[config.mk]
export PLATFORM = sky130hd
export DESIGN_NAME = bisr_output_streamer_flat
export DESIGN_NICKNAME = d
export VERILOG_FILES = /design/src/rtl/bisr_output_streamer_pkg.sv /design/src/rtl/bisr_output_streamer_if.sv /design/src/rtl/bisr_output_streamer_mux.sv /design/src/rtl/bisr_output_streamer.sv /design/src/flat_wrapper.sv
export SDC_FILE = /design/constraint.sdc
export NUM_CORES = 1
export LEC_CHECK = 0
export ABC_AREA = 1
export BUFFER_PORTS_ARGS = -buffer_cell sky130_fd_sc_hd__clkbuf_2
export CAP_MARGIN = 25
export CORE_MARGIN = 1.5
export CORE_UTILIZATION = 45
export CTS_BUF_LIST = sky130_fd_sc_hd__clkbuf_16
export DETAILED_ROUTE_END_ITERATION = 10
export GPL_ROUTABILITY_DRIVEN = 0
export PLACE_DENSITY = 0.66
export SLEW_MARGIN = 20
export SYNTH_ARGS = -nofsm -noshare
export SYNTH_HDL_FRONTEND = slang
export SYNTH_HIERARCHICAL = 1
export SYNTH_SLANG_ARGS = --single-unit
[constraint.sdc]
create_clock -name clk -period 16.7 [get_ports clk]
set_clock_uncertainty 0.2 [all_clocks]
set_input_delay 2.505 -clock clk [delete_from_list [all_inputs] [get_ports clk]]
set_output_delay 2.505 -clock clk [all_outputs]
set_load 0.005 [all_outputs]
[src/rtl/bisr_output_streamer_pkg.sv]
// Shared types and sizing helpers for the BISR output streamer.
package bisr_output_streamer_pkg;

  typedef enum logic {
    IDLE   = 1'b0,
    STREAM = 1'b1
  } state_t;

  function automatic int unsigned width_of(input int unsigned n);
    return (n > 1) ? $clog2(n) : 1;
  endfunction

  localparam int unsigned DEF_ROWS      = 4;
  localparam int unsigned DEF_COLS      = 4;
  localparam int unsigned DEF_WORD_SIZE = 16;
  localparam int unsigned NUM_ELEMS     = DEF_ROWS * DEF_COLS;
  localparam int unsigned IDX_W         = width_of(NUM_ELEMS);
  localparam int unsigned ROW_W         = width_of(DEF_ROWS);
  localparam int unsigned COL_W         = width_of(DEF_COLS);

endpackage

[src/rtl/bisr_output_streamer_if.sv]
// Valid/ready word stream carrying one matrix element with row/col tags.
interface bisr_output_streamer_if
  import bisr_output_streamer_pkg::*;
#(
  parameter int unsigned WORD_W   = DEF_WORD_SIZE,
  parameter int unsigned ROW_BITS = ROW_W,
  parameter int unsigned COL_BITS = COL_W
) ();

  logic [WORD_W-1:0]   out_data;
  logic                out_valid;
  logic                out_ready;
  logic [ROW_BITS-1:0] out_row;
  logic [COL_BITS-1:0] out_col;
  logic                out_last;

  modport master (
    output out_data, out_valid, out_row, out_col, out_last,
    input  out_ready
  );

  modport slave (
    input  out_data, out_valid, out_row, out_col, out_last,
    output out_ready
  );

endinterface

[src/rtl/bisr_output_streamer_mux.sv]
// Combinational selector returning element (row, col) of a flat row-major image.
module matrix_word_mux
  import bisr_output_streamer_pkg::*;
#(
  parameter int unsigned ROWS      = DEF_ROWS,
  parameter int unsigned COLS      = DEF_COLS,
  parameter int unsigned WORD_SIZE = DEF_WORD_SIZE,
  parameter int unsigned ROW_BITS  = width_of(ROWS),
  parameter int unsigned COL_BITS  = width_of(COLS)
) (
  input  logic [ROWS*COLS*WORD_SIZE-1:0] matrix_i,
  input  logic [ROW_BITS-1:0]            row_i,
  input  logic [COL_BITS-1:0]            col_i,
  output logic [WORD_SIZE-1:0]           word_o
);

  always_comb begin
    word_o = '0;
    for (int unsigned r = 0; r < ROWS; r++) begin
      for (int unsigned c = 0; c < COLS; c++) begin
        if (row_i == ROW_BITS'(r) && col_i == COL_BITS'(c)) begin
          word_o = matrix_i[(r*COLS+c)*WORD_SIZE +: WORD_SIZE];
        end
      end
    end
  end

endmodule

[src/rtl/bisr_output_streamer.sv]
// Captures the systolic result image on matrix_rdy rising and streams it row-major,
// with a one-deep pending image and a sticky overrun flag for dropped matrices.
module bisr_output_streamer
  import bisr_output_streamer_pkg::*;
#(
  parameter int unsigned ROWS      = DEF_ROWS,
  parameter int unsigned COLS      = DEF_COLS,
  parameter int unsigned WORD_SIZE = DEF_WORD_SIZE
) (
  input  logic                           clk,
  input  logic                           rst,
  input  logic                           matrix_rdy_i,
  input  logic [ROWS*COLS*WORD_SIZE-1:0] output_matrix_i,
  input  logic                           clear_overrun_i,
  output logic                           busy_o,
  output logic                           overrun_o,
  bisr_output_streamer_if.master         out_if
);

  localparam int unsigned ELEMS    = ROWS * COLS;
  localparam int unsigned IMG_W    = ELEMS * WORD_SIZE;
  localparam int unsigned IDX_BITS = width_of(ELEMS);
  localparam int unsigned ROW_BITS = width_of(ROWS);
  localparam int unsigned COL_BITS = width_of(COLS);

  state_t               state_q, state_d;
  logic                 mrdy_q;
  logic [IMG_W-1:0]     active_q, active_d, pending_q, pending_d;
  logic                 pend_q, pend_d;
  logic [IDX_BITS-1:0]  idx_q, idx_d;
  logic [ROW_BITS-1:0]  row_q, row_d;
  logic [COL_BITS-1:0]  col_q, col_d;
  logic                 overrun_q, overrun_d;
  logic                 cap, fire, at_last, eos, drop;
  logic [WORD_SIZE-1:0] word;

  assign cap     = matrix_rdy_i & ~mrdy_q;
  assign fire    = (state_q == STREAM) & out_if.out_ready;
  assign at_last = (idx_q == IDX_BITS'(ELEMS - 1));
  assign eos     = fire & at_last;

  always_ff @(posedge clk or posedge rst) begin
    if (rst) state_q <= IDLE;
    else     state_q <= state_d;
  end

  always_comb begin
    state_d = state_q;
    case (state_q)
      IDLE:    if (cap) state_d = STREAM;
      STREAM:  if (eos && !pend_q && !cap) state_d = IDLE;
      default: state_d = IDLE;
    endcase
  end

  always_comb begin
    out_if.out_valid = (state_q == STREAM);
    out_if.out_last  = (state_q == STREAM) & at_last;
    out_if.out_row   = row_q;
    out_if.out_col   = col_q;
    out_if.out_data  = word;
    busy_o           = (state_q == STREAM) | pend_q;
    overrun_o        = overrun_q;
  end

  // A capture on the final transfer reloads active directly (or pending is promoted
  // and the new image refills pending), so back-to-back matrices stream without a bubble.
  always_comb begin
    active_d  = active_q;
    pending_d = pending_q;
    pend_d    = pend_q;
    idx_d     = idx_q;
    row_d     = row_q;
    col_d     = col_q;
    drop      = 1'b0;
    if (state_q == IDLE) begin
      if (cap) begin
        active_d = output_matrix_i;
        idx_d    = '0;
        row_d    = '0;
        col_d    = '0;
      end
    end else if (eos) begin
      idx_d = '0;
      row_d = '0;
      col_d = '0;
      if (pend_q) begin
        active_d = pending_q;
        if (cap) pending_d = output_matrix_i;
        else     pend_d    = 1'b0;
      end else if (cap) begin
        active_d = output_matrix_i;
      end
    end else begin
      if (fire) begin
        idx_d = idx_q + IDX_BITS'(1);
        if (col_q == COL_BITS'(COLS - 1)) begin
          col_d = '0;
          row_d = row_q + ROW_BITS'(1);
        end else begin
          col_d = col_q + COL_BITS'(1);
        end
      end
      if (cap) begin
        if (!pend_q) begin
          pending_d = output_matrix_i;
          pend_d    = 1'b1;
        end else begin
          drop = 1'b1;
        end
      end
    end
    overrun_d = (overrun_q & ~clear_overrun_i) | drop;
  end

  always_ff @(posedge clk or posedge rst) begin
    if (rst) begin
      mrdy_q    <= 1'b0;
      active_q  <= '0;
      pending_q <= '0;
      pend_q    <= 1'b0;
      idx_q     <= '0;
      row_q     <= '0;
      col_q     <= '0;
      overrun_q <= 1'b0;
    end else begin
      mrdy_q    <= matrix_rdy_i;
      active_q  <= active_d;
      pending_q <= pending_d;
      pend_q    <= pend_d;
      idx_q     <= idx_d;
      row_q     <= row_d;
      col_q     <= col_d;
      overrun_q <= overrun_d;
    end
  end

  matrix_word_mux #(
    .ROWS      (ROWS),
    .COLS      (COLS),
    .WORD_SIZE (WORD_SIZE),
    .ROW_BITS  (ROW_BITS),
    .COL_BITS  (COL_BITS)
  ) u_mux (
    .matrix_i (active_q),
    .row_i    (row_q),
    .col_i    (col_q),
    .word_o   (word)
  );

endmodule

[src/flat_wrapper.sv]
// flat-port wrapper written by rule: the top's interface ports become plain ports
module bisr_output_streamer_flat import bisr_output_streamer_pkg::*;
#(
  parameter int unsigned ROWS      = DEF_ROWS,
  parameter int unsigned COLS      = DEF_COLS,
  parameter int unsigned WORD_SIZE = DEF_WORD_SIZE
)
  (clk, rst, matrix_rdy_i, output_matrix_i, clear_overrun_i, busy_o, overrun_o, out_if_out_data, out_if_out_valid, out_if_out_row, out_if_out_col, out_if_out_last, out_if_out_ready);
  bisr_output_streamer_if #(.WORD_W((16)), .ROW_BITS(ROW_W), .COL_BITS(COL_W)) out_if_i ();
  input  logic clk;
  input  logic rst;
  input  logic matrix_rdy_i;
  input  logic [ROWS*COLS*WORD_SIZE-1:0] output_matrix_i;
  input  logic clear_overrun_i;
  output logic busy_o;
  output logic overrun_o;
  output wire logic [$bits(out_if_i.out_data)-1:0] out_if_out_data;
  output wire logic [$bits(out_if_i.out_valid)-1:0] out_if_out_valid;
  output wire logic [$bits(out_if_i.out_row)-1:0] out_if_out_row;
  output wire logic [$bits(out_if_i.out_col)-1:0] out_if_out_col;
  output wire logic [$bits(out_if_i.out_last)-1:0] out_if_out_last;
  input wire logic [$bits(out_if_i.out_ready)-1:0] out_if_out_ready;
  assign out_if_out_data = out_if_i.out_data;
  assign out_if_out_valid = out_if_i.out_valid;
  assign out_if_out_row = out_if_i.out_row;
  assign out_if_out_col = out_if_i.out_col;
  assign out_if_out_last = out_if_i.out_last;
  assign out_if_i.out_ready = out_if_out_ready;
  bisr_output_streamer #(.ROWS(ROWS), .COLS(COLS), .WORD_SIZE(WORD_SIZE)) u_core (.clk(clk), .rst(rst), .matrix_rdy_i(matrix_rdy_i), .output_matrix_i(output_matrix_i), .clear_overrun_i(clear_overrun_i), .busy_o(busy_o), .overrun_o(overrun_o), .out_if(out_if_i));
endmodule
# Word-level counts from Yosys, hierarchy flattened
# Index checks and enable logic that the tools add are counted.
[op_classes] add_sub_neg=3 n_eq_ne=13 n_mux=48 n_bitwise=10 n_reduce_logical=28
[ops] operator="$mux 256" n=9
[ops] operator="$mux 16" n=16
[ops] operator="$logic_and 1x1->1" n=18
[ops] operator="$mux 2" n=9
[ops] operator="$mux 4" n=4
[ops] operator="$mux 1" n=9
[ops] operator="$eq 2x2->1 const B" n=4
[ops] operator="$ne 2x2->1 const B" n=3
[ops] operator="$ne 3x3->1 const B" n=2
[ops] operator="$and 1x1->1" n=5
[ops] operator="$reduce_and 5->1" n=1
[ops] operator="$add 2x1->2 const B" n=2
[ops] operator="$add 4x1->4 const B" n=1
[ops] operator="$eq 2x1->1 const B" n=2
[ops] operator="$eq 4x4->1 const B" n=1
[ops] operator="$logic_not 2->1" n=2
[ops] operator="$reduce_and 2->1" n=2
[ops] operator="$reduce_bool 2->1" n=2
[ops] operator="$not 1->1" n=3
[ops] operator="$reduce_and 3->1" n=1
[ops] operator="$logic_not 1->1" n=2
[ops] operator="$ne 2x1->1 const B" n=1
[ops] operator="$or 1x1->1" n=2
[ops] operator="$pmux 1 s2" n=1
[totals] reg_bits=524 inputBits=261 output_inout_bits=24

# Logic depth before layout (Yosys ltp)
[depth] word_depth=18 ltp_mapped=13

# Hierarchy
# The synthesis kept the hierarchy.
[by_module_without_submodules] mod="bisr_output_streamer" instances=1 cells_each=3381 area_each_um2=25677.1 seq_area_each_um2=13112.6
[by_module_without_submodules] mod="matrix_word_mux" instances=1 cells_each=498 area_each_um2=2204.6 seq_area_each_um2=0.0

# Worst setup path after synthesis
# OpenSTA, ideal clock, no wires.
[synth_timing] path_type="register to output" from="reg u_core.row_q[1], in the netlist u_core/out_if.out_row[1]" to="out out_if_out_data[10]" t_arrival_ns=1.622 required_ns=13.995 setup_slack_ns=12.373 path_stages_with_launch=13 path_cell_list="dfrtp_1 -> inv_1 -> nand2_1 -> nor2_1 -> buf_2 -> a21oi_1 -> nand4_1 -> nand2_1 -> nand4_1 -> nand2_1 -> nand3_1 -> nand2_1 -> nand2_1"
[synth_via] elab_chain_cells=18 elab_cells_between_ends=36 cone_classes="3 x eq/ne; 16 x mux; 17 x reduce/logical"
[synth_rtl] element="from (decl)" line_no="bisr_output_streamer.sv:31" source="logic [ROW_BITS-1:0] row_q, row_d;"
[synth_rtl] element="from (signal assigned)" line_no="bisr_output_streamer.sv:132" source="row_q <= row_d;"
[synth_rtl] element="$logic_not 2->1" line_no="bisr_output_streamer_mux.sv:21" source="if (row_i == ROW_BITS'(r) && col_i == COL_BITS'(c)) begin"
[synth_rtl] element="$logic_and 1x1->1" line_no="bisr_output_streamer_mux.sv:21"
[synth_rtl] element="$mux 16 (15 in a row)" line_no="bisr_output_streamer_mux.sv:21"
[synth_rtl] element="$mux 16 *" line_no="bisr_output_streamer_mux.sv:21"
[synth_rtl] element="to (decl)" line_no="flat_wrapper.sv:17" source="output wire logic [$bits(out_if_i.out_data)-1:0] out_if_out_data;"
# Every way passes the cells marked *; elsewhere a longest branch is shown, timed or not.

# Worst setup path in the final report
[layout_timing] from="reg u_core.row_q[0], in the netlist u_core/out_if.out_row[0]" to="out out_if_out_data[9]"
# The elaborated chain is that of the path after synthesis.

==> results.cfg <==
[pwr]
p_switching_mw = 2.06
clockPowerShare_pct = 22.6
p_sw_share_pct = 39.3
p_int_mw = 3.19
combPwrFrac_pct = 36.2
total_power_mw = 5.25
seqPwrFrac_pct = 41.2
ir_drop_mv = 0.0967
leakagePower_nw = 16.4
power_density_nw_per_um2 = 168

[die]
row_count = 91
fp.coreArea_um2 = 61500
initial_core_util_pct = 45.3
die_y_um = 252
die_w_um = 252
dieArea_um2 = 63500
ios = 285

[critical_path]
critical_path_depth = 11
critPathBufInv = 2
crit_family = simple AND/OR/NAND/NOR gates
rr_worst_depth = 8
crit_type = flip-flop to output pin
cp_cell_sequence = nor2_2 -> buf_4 -> nand2_1 -> nor2_1 -> nor2_1 -> nand4_1 -> nand2_1 -> nand4_1 -> nor3_1 -> nand4_1 -> clkbuf_2
cp.required_ns = 13.99
worst_path_max_delay_cell = dfrtp_1
worstPathMaxFanout = 49
crit_top_cell = nand4_1
cp-end-kind = output pin
critPathLaunchType = flip-flop
cpPeakStageDelay_ns = 0.50
arrival_ns = 3.65

[synthesis]
synth-seq-cells = 524
seq_area_frac_synth_pct = 47.0
yosysUniqueCellTypes = 28
yosysWarnings = 6
netlist_area_um2 = 27900
syn_nets = 4143
syn_inst = 3879
avgSynthCellArea_um2 = 7.19

[cts]
clk_latency_ns = 0.63
tritoncts = built
clockBufferDepth = 3
htreeDepth = 2
cts_resized = 0
cts-root-buf = clkbuf_16
clk_pin_slew_ns = 0.06
post_cts.repair.setup_buffers = 0
numCtsBuffers = 58
cts_hold_buf = 0
clock_sinks = 524

[routing]
drc_errors = 0
drtIter0Drc = 2436
vias = 25300
wire_per_inst_um = 17.7
viasPerCell = 5.22
firstDrtPassIters = 5
ant_nets = 0
wl_um = 85600

[final_layout]
areaGrowthSynthToFinish_pct = 11.8
regArea_um2 = 13100
nNetsFinal = 4275
fillCellCount = 6111
drive_above_1_share_pct = 13.8
fin_cells = 4848
multiInputGateArea_um2 = 12300

[min_path]
hold_path.class = flip-flop to flip-flop
min_path_cells = 2

[timing]
fin_crit_ns = 6.35
finalMaxSlewViolations = 0
finalHoldViolations = 0
rsz0062_at_grt = no
tightest_slew_ns = 1.19
max_freq_mhz = 157
max_slew_margin_pct = 20.7
setup_violations = 0
fin_tns_setup_ns = 0
fin_crit_sh_pct = 38.0

[global_route]
grt_pass1_wl_um = 134000
antenna_found_initial = 9
gr-total-overflow = 0
grt_max_degree = 277
grt_usage_pct = 26.8
grt_pass1_vias = 23400

[place]
dp.cells = 4736
dp_hpwl_um = 54500
io_buffer_count = 284

[status]
status = complete, no violations

[flow_run]
maxCapViolations = 0
-- through the flow --
| step | instance area (um2) | setup slack (ns) | util (%) | hold WS, ns |
|---|---|---|---|---|
| final | 31200 | 10.35 | 50.7 | 0.277 |
| after global placement | 29300 | 10.75 | 47.6 | 0.258 |
| after CTS | 31000 | 10.35 | 50.5 | 0.280 |
| after detailed placement | 29300 | 10.66 | 47.7 | 0.265 |
| after global routing | 31200 | 10.23 | 50.7 | 0.305 |
| after floorplan | 27900 | 6.87 | - | 0.245 |
-- final cells by class --
class,instances,share of cell area [%]
Sequential cell,524,42.1
Multi-Input combinational cell,2779,39.3
Timing Repair Buffer,319,5.90
Clock buffer,58,4.66
Inverter,329,4.02
Tap cell,790,3.17
Clock inverter,46,0.835
Antenna cell,3,0.0241
-- final timing paths --
| kind | from | endpoint | slack [ns] |
|---|---|---|---|
| hold reg to reg | u_core/pending_q[76] | u_core/pending_q[76] | 0.28 |
| setup / recovery | u_core/out_if.out_row[0] | out_if_out_data[9] | 10.35 |
| hold / removal | u_core/pending_q[76] | u_core/pending_q[76] | 0.28 |
| max in group asynchronous | rst | u_core/pending_q[195] | 12.84 |
| min in group asynchronous | rst | u_core/pending_q[10] | 1.64 |
| setup reg to reg | u_core/mrdy_q | u_core/pending_q[180] | 12.67 |
-- per-layer routing --
| layer | part of all wire, % | wire length (um) | global-route usage, % |
|---|---|---|---|
| met1 | 45 | 38400 | 38.2 |
| met5 | 0.081 | 69 | 0 |
| met4 | 3.3 | 2850 | 8.62 |
| met3 | 6.2 | 5270 | 3.98 |
| met2 | 46 | 39100 | 42.1 |
-- worst min-delay path: stages (launching register included) --
cell     delay [ns]
dfrtp_1        0.33
nand2_1        0.05
o21ai_0        0.06
-- cells in the final DEF, fill, tap and decap left out, types with 4 or more instances in the layout --
cell type and n:
nor2_1 150, o21ai_1 17, a21oi_1 110, nand2_1 1492, buf_12 6, nand4_1 40
clkbuf_16 58, buf_16 4, clkinv_1 15, or2_2 151, clkbuf_2 284, dfrtp_1 524
nor2_2 4, or2_1 40, inv_1 339, nand3_1 587, o21ai_0 160, or2_0 9
buf_4 25, clkinv_2 10, nor3_1 6
-- cell usage after synthesis (all sizes together) --
cell type	count	area share (%)
dfrtp	524	47
inv	329	4.4
nor2	155	2.1
nor3b	1	0.027
or2	200	4.5
nand2	1497	20
nand3	588	11
nor3	6	0.11
buf	171	3.7
clkbuf	76	1.0
o21ai	177	3.2
o22ai	1	0.022
o211ai	1	0.027
ha	3	0.13
nand4	40	0.90
a21oi	110	2.0
-- logic make-up (layout without fill, tap and decap cells) --
logic type / count (synthesis) / after routing / share of synthesized area (%)
other: 0 / 3 / 0
and+or+nand+nor: 2487 / 2487 / 38.5
AOI/OAI and AO/OA: 289 / 289 / 5.20
DFF: 524 / 524 / 47.0
adders and majority gates: 3 / 3 / 0.135
buffers and inverters: 576 / 752 / 9.15
-- flip-flops by register name, indices dropped and copies added, names as in the netlist --
name,flops
u_core/out_if.out_col,2
u_core/out_if.out_valid,1
u_core/pend_q,1
u_core/active_q,256
u_core/mrdy_q,1
u_core/overrun_o,1
u_core/pending_q,256
u_core/out_if.out_row,2
u_core/idx_q,4
-- power groups by stage --
stage | logic, mW | registers [mW] | clock network (mW)
2_1_floorplan | 1.40 | 2.06 | 0
3_3_place_gp | 1.83 | 2.16 | 0
3_5_place_dp | 1.88 | 2.17 | 0
4_1_cts | 1.89 | 2.16 | 1.21
5_1_grt | 2.15 | 2.23 | 1.26
6_report | 1.90 | 2.16 | 1.18
(Power assumes the default switching activity.)
